File: src/rtl/sha256_pkg.sv
// Shared SHA-256 schedule types, widths and the small sigma functions.
package sha256_pkg;
    localparam int WORD_W     = 32;
    localparam int BLOCK_W    = 512;
    localparam int NUM_ROUNDS = 64;

    typedef logic [WORD_W-1:0]  word_t;
    typedef logic [BLOCK_W-1:0] block_t;
    typedef enum logic {IDLE, EXPAND} state_t;

    function automatic word_t small_sigma0(input word_t x);
        return {x[6:0], x[31:7]} ^ {x[17:0], x[31:18]} ^ (x >> 3);
    endfunction

    function automatic word_t small_sigma1(input word_t x);
        return {x[16:0], x[31:17]} ^ {x[18:0], x[31:19]} ^ (x >> 10);
    endfunction
endpackage

File: src/rtl/sha256_sched_word.sv
// Combinational SHA-256 schedule word: W[t] = s1(W[t-2]) + W[t-7] + s0(W[t-15]) + W[t-16] mod 2^32.
import sha256_pkg::*;

module sha256_sched_word (
    input  logic [WORD_W-1:0] w_2,
    input  logic [WORD_W-1:0] w_7,
    input  logic [WORD_W-1:0] w_15,
    input  logic [WORD_W-1:0] w_16,
    output logic [WORD_W-1:0] next_word
);
    assign next_word = small_sigma1(w_2) + w_7 + small_sigma0(w_15) + w_16;
endmodule

File: src/rtl/sha256_message_schedule.sv
// SHA-256 message schedule: expands each 512-bit block to W0..W63 through a 16-word sliding window.
// Optional macro SHA256_SCHED_PREFETCH_EN adds a one-block skid buffer for 64-cycle block throughput.
import sha256_pkg::*;

module sha256_message_schedule #(
    parameter int BLOCK_W    = 512,
    parameter int WORD_W     = 32,
    parameter int NUM_ROUNDS = 64
) (
    input  logic                          clk,
    input  logic                          rst,
    input  logic                          en,
    input  logic                          sync_rst,
    input  logic [BLOCK_W-1:0]            data_in,
    input  logic                          data_in_valid,
    output logic                          data_in_ready,
    input  logic                          data_in_last,
    output logic [WORD_W-1:0]             data_out,
    output logic [$clog2(NUM_ROUNDS)-1:0] data_out_index,
    output logic                          data_out_valid,
    input  logic                          data_out_ready,
    output logic                          data_out_last_word,
    output logic                          data_out_last
);
    localparam int IDX_W = $clog2(NUM_ROUNDS);
    localparam int WIN   = BLOCK_W / WORD_W;

    state_t              state, state_d;
    logic [WORD_W-1:0]   window [WIN];
    logic [IDX_W-1:0]    t;
    logic                last_flag, rdy_q, rdy_d;
    logic                in_fire, out_fire, last_t, wrap;
    logic                load_win, load_last;
    logic [BLOCK_W-1:0]  load_blk;
    logic [WORD_W-1:0]   next_word;

    assign in_fire  = data_in_valid & data_in_ready;
    assign out_fire = data_out_valid & data_out_ready;
    assign last_t   = (t == IDX_W'(NUM_ROUNDS - 1));
    assign wrap     = out_fire & last_t;

`ifdef SHA256_SCHED_PREFETCH_EN
    logic [BLOCK_W-1:0] pf_blk;
    logic               pf_last, pf_full, pf_full_d, pf_wr;

    assign pf_wr     = in_fire & (state == EXPAND) & ~wrap;
    // A block arriving on the final handshake with the buffer empty bypasses straight into the window.
    assign load_win  = (in_fire & (state == IDLE)) | (wrap & (pf_full | in_fire));
    assign load_blk  = pf_full ? pf_blk  : data_in;
    assign load_last = pf_full ? pf_last : data_in_last;
    assign pf_full_d = pf_wr | (pf_full & ~wrap);
    assign rdy_d     = ~pf_full_d;

    always_ff @(posedge clk or posedge rst) begin
        if (rst) begin
            pf_full <= 1'b0;
            pf_last <= 1'b0;
            pf_blk  <= '0;
        end else if (sync_rst) begin
            pf_full <= 1'b0;
            pf_last <= 1'b0;
            pf_blk  <= '0;
        end else if (en) begin
            pf_full <= pf_full_d;
            if (pf_wr) begin
                pf_blk  <= data_in;
                pf_last <= data_in_last;
            end
        end
    end
`else
    assign load_win  = in_fire;
    assign load_blk  = data_in;
    assign load_last = data_in_last;
    // Ready re-arms one cycle after IDLE is entered, so a block period is 64 words plus two.
    assign rdy_d     = (state == IDLE) & ~in_fire;
`endif

    always_ff @(posedge clk or posedge rst) begin
        if (rst)           state <= IDLE;
        else if (sync_rst) state <= IDLE;
        else if (en)       state <= state_d;
    end

    always_comb begin
        state_d = state;
        case (state)
            IDLE:    if (in_fire) state_d = EXPAND;
            EXPAND:  if (wrap && !load_win) state_d = IDLE;
            default: state_d = IDLE;
        endcase
    end

    always_comb begin
        data_in_ready      = rdy_q & en & ~sync_rst;
        data_out_valid     = (state == EXPAND) & en & ~sync_rst;
        data_out           = '0;
        data_out_last_word = 1'b0;
        data_out_last      = 1'b0;
        if (state == EXPAND) begin
            data_out           = window[0];
            data_out_last_word = last_t;
            data_out_last      = last_t & last_flag;
        end
    end

    assign data_out_index = t;

    sha256_sched_word u_word (
        .w_2       (window[WIN-2]),
        .w_7       (window[WIN-7]),
        .w_15      (window[1]),
        .w_16      (window[0]),
        .next_word (next_word)
    );

    always_ff @(posedge clk or posedge rst) begin
        if (rst) begin
            t         <= '0;
            last_flag <= 1'b0;
            rdy_q     <= 1'b0;
            for (int i = 0; i < WIN; i++) window[i] <= '0;
        end else if (sync_rst) begin
            t         <= '0;
            last_flag <= 1'b0;
            rdy_q     <= 1'b0;
            for (int i = 0; i < WIN; i++) window[i] <= '0;
        end else if (en) begin
            rdy_q <= rdy_d;
            if (load_win) begin
                for (int i = 0; i < WIN; i++) window[i] <= load_blk[BLOCK_W-1-WORD_W*i -: WORD_W];
                t         <= '0;
                last_flag <= load_last;
            end else if (out_fire) begin
                for (int i = 0; i < WIN-1; i++) window[i] <= window[i+1];
                window[WIN-1] <= next_word;
                t             <= last_t ? '0 : t + 1'b1;
            end
        end
    end
endmodule

File: config.mk
export PLATFORM = sky130hd
export DESIGN_NAME = sha256_message_schedule
export DESIGN_NICKNAME = d
export VERILOG_FILES = /design/src/rtl/sha256_pkg.sv /design/src/rtl/sha256_sched_word.sv /design/src/rtl/sha256_message_schedule.sv
export SDC_FILE = /design/constraint.sdc
export NUM_CORES = 2
export LEC_CHECK = 0
export BUFFER_PORTS_ARGS = -buffer_cell sky130_fd_sc_hd__buf_2
export CAP_MARGIN = 0
export CORE_ASPECT_RATIO = 1.4
export CORE_MARGIN = 4
export CORE_UTILIZATION = 56
export DETAILED_ROUTE_END_ITERATION = 16
export PLACE_DENSITY = 0.86
export SYNTH_ARGS = -nofsm -noshare
export SYNTH_HDL_FRONTEND = slang
export SYNTH_SLANG_ARGS = --single-unit
export TNS_END_PERCENT = 5
File: constraint.sdc
create_clock -name clk -period 26.5 [get_ports clk]
set_clock_uncertainty 0.15 [all_clocks]
set_input_delay 7.95 -clock clk [delete_from_list [all_inputs] [get_ports clk]]
set_output_delay 7.95 -clock clk [all_outputs]
set_load 0.03 [all_outputs]
==> summary.md <==
| Metric | Value |
|---|---|
| Status | `completed` |
| First DRT Iteration DRCs | `roughly 2,200` |
| Finished Core Util | `between 60% and 70%` |
| Chip Width | `around 210 µm` |
| Synth Flop Type | `dfrtp_1` |
| Worst EP required | `approximately 18 ns` |
| Unique masters post-synth | `65` |
| H-tree depth | `2` |
| Maximum capacitance violations | `0` |
| P_int | `roughly 1.5 mW` |
| Yosys reg bits | `approximately 520` |
| GRT Residual Overflow | `0` |
| First-pass iteration count of the detailed router | `8` |
| Ys async rst share | `between 90% and 100%` |
| Critical Path Fanout Max | `51` |
| Final wirelength | `102,000 µm` |
| Dpl cells | `~4,000` |
| Seq pwr share | `a little over two fifths` |
| Layout Cells excl Fill | `roughly 4,100` |
| Setup TNS | `0 ns` |
| # resized after CTS | `0` |
| RSZ-0062 raised after global routing | `false` |
| Core footprint | `roughly 54,000 µm²` |
| Slew headroom | `24.5%` |
| Critical Path, Cell by Cell | `buf_8 -> nor2b_2 -> and2_1 -> buf_2` |
| Pwr/cell area | `61.4 nW/µm²` |
| Cts hold-fix bufs | `0` |
| Final Hold Violating Endpoints | `0` |
| Sequential fraction of the synthesis area | `42.8%` |
| Avg WL per Cell | `about 25 µm` |
| Highest Clock Rate | `59.5 MHz` |
| Leak Pwr | `14.7 nW` |
| Skew-Pair Late Insertion Delay | `a little over 0.6 ns` |
| Post-DP HPWL | `between 70,000 and 80,000 µm` |
| Slew Limit Fails | `0` |
| Period minus WS final | `about 17 ns` |
| Worst-Margin Slew | `approximately 1.1 ns` |
| Post-Synthesis Net Count | `roughly 3,600` |
| Ports | `561` |
| Clock power frac | `a little over a third` |
| Worst Setup End Kind | `output pin` |
| Layout filler cell count | `around 4,300` |
| Hold WS | `approximately 0.32 ns` |
| WP data arrival | `8.69 ns` |
| CTS sink cnt | `approximately 520` |
| NetSw | `approximately 0.67 mW` |
| Slowest CP cell | `buf_8` |
| Tcrit/Tclk final | `between 60% and 70%` |
| Critical path type | `input port to output pin` |
| Fraction of layout cells with a size suffix above 1 | `slightly above 20%` |
| Die area | `58,200 µm²` |
| Placer Congestion | `between 0.9 and 1` |
| Port bufs | `560` |
| P&R area growth vs syn | `13.6%` |
| Rows | `100` |
| Cts bufs inserted | `51` |
| Syn avg cell area | `10.2 µm²` |
| Total global-route track usage | `~34%` |
| Synthesized instance count | `about 3,000` |
| Initial Utilization | `a little under three fifths` |
| Antenna-violating nets left | `0` |
| VDD IR max | `0.0527 mV` |
| First-pass GRT wire length | `150,000 µm` |
| Critical path launch point type | `input port` |
| Netlist Area Pre-Place | `30,500 µm²` |
| Combinational Power Share | `21.8%` |
| Vias per cell | `a little under 6` |
| Die height | `approximately 280 µm` |
| Initial antenna violation count | `46` |
| Synth warn | `0` |
| Final setup fails | `0` |
| Post-route DRC violation count | `0` |
| Most common cell after layout, fill and taps aside | `buf_2` |
| Vias in the first global route | `approximately 25,000` |
| Reg clk slew, reported paths | `about 0.060 ns` |
| Largest net degree at the start of global routing | `248` |
| Total Nets Final | `3,940` |
| CTS tree | `yes` |
| CP peak stage delay | `just under 0.3 ns` |
| Most frequent cells in the layout | `559 x buf_2, 532 x nand2_1, 521 x dfrtp_1, 488 x mux2i_1, 488 x o31ai_1` |
| Post-synth EDFFs | `0` |
| Hold WC Path Type | `register to register` |
| Post-CTS Setup Bufs | `0` |
| Switch share | `between 30% and 40%` |
| Clock tree buffer depth | `3` |
| Routed via count | `about 24,000` |
| Clk root buf | `clkbuf_16` |
power groups by stage:
| stage | Clock [mW] | Combinational (mW) | Sequential (mW) |
|---|---|---|---|
| 3_5_place_dp | 0 | 0.453 | 0.913 |
| 4_1_cts | 0.768 | 0.459 | 0.899 |
| 6_report | 0.759 | 0.462 | 0.902 |
| 2_1_floorplan | 0 | 0.323 | 0.879 |
| 5_1_grt | 0.804 | 0.508 | 0.904 |
| 3_3_place_gp | 0 | 0.444 | 0.911 |
worst max-delay path, delay by kind of cell:
kind / cells / cell delay, ns
buffers and inverters: 2 / 0.46
and+or+nand+nor: 2 / 0.28
layout make-up:
cell class              instances  area, µm²  share of cell area [%]
diodes                         37       92.6                   0.268
clock buffers                  69       1470                    4.23
clock inverters                18        267                   0.770
inverters                     148        563                    1.63
multi-input cells            2018      15200                    44.0
flip-flops and latches        521      13000                    37.7
well taps                     714        893                    2.58
repair buffers                587       3070                    8.86
cells by family (layout without fill, tap and decap cells):
kind of cell	Yosys count	count (layout)	synth area share (%)
AOI/OAI and AO/OA	638	638	15.4
xor gates and xnor gates	141	141	4.06
adders and majority gates	94	94	5.39
buffers and inverters	439	822	7.23
DFF	521	521	42.8
muxes	491	491	16.2
other	0	37	0
and+or+nand+nor	654	654	8.99
registers in the layout, summed over array words and instances, names as in the netlist:
register and flops:
window 512, rdy_q 1, data_out_index 6, state 1, last_flag 1
synthesized netlist by cell type, types with 3 or more instances:
cell type	instances	share of area, %
nand2_1	532	6.6
dfrtp_1	521	43
mux2i_1	488	16
o31ai_1	488	12
clkbuf_1	218	2.7
inv_1	148	1.8
xnor2_1	116	3.3
fa_1	62	4.1
a21oi_1	41	0.67
and2_1	36	0.74
buf_8	33	1.6
ha_1	32	1.3
o21ai_0	29	0.48
xor2_1	25	0.72
nor2_1	24	0.30
buf_6	19	0.70
a22oi_1	18	0.44
buf_2	16	0.26
nand3_1	12	0.20
nor3_1	12	0.20
a21o_1	10	0.25
and3_1	9	0.18
a22o_1	7	0.20
o21ai_1	6	0.099
a31oi_1	5	0.10
nand4_1	5	0.10
o211ai_1	5	0.12
a221oi_1	4	0.12
nand3b_1	4	0.099
o21a_1	4	0.099
or3_1	4	0.082
a21oi_2	3	0.086
mux2_2	3	0.11
metrics by stage:
stage	worst slack, ns	power, mW	cell area (µm²)
detailed placement	9.71	1.37	32800
floorplan	3.84	1.20	30500
global route	9.64	2.22	34600
global placement	9.70	1.36	32800
CTS	9.71	2.13	34500
finish	9.71	2.12	34600
routing by layer:
layer	GRT usage [%]	share of wire [%]	wire [µm]
met5	0	0.14	145
met4	28.0	9.8	9980
met3	7.33	7.8	7980
met1	40.6	36	36900
met2	52.3	46	47000
final timing paths:
check                            start  slack, ns  depth (start not counted)             to
hold reg to reg            window[314]       0.32                          2    window[314]
setup reg to reg                 rdy_q      21.66                          6    window[403]
hold / removal             window[314]       0.32                          2    window[314]
setup / recovery              sync_rst       9.71                          4  data_in_ready
min in group asynchronous          rst       7.38                          2    window[199]
max in group asynchronous          rst      16.49                          4    window[402]
(Power assumes the default switching activity.)
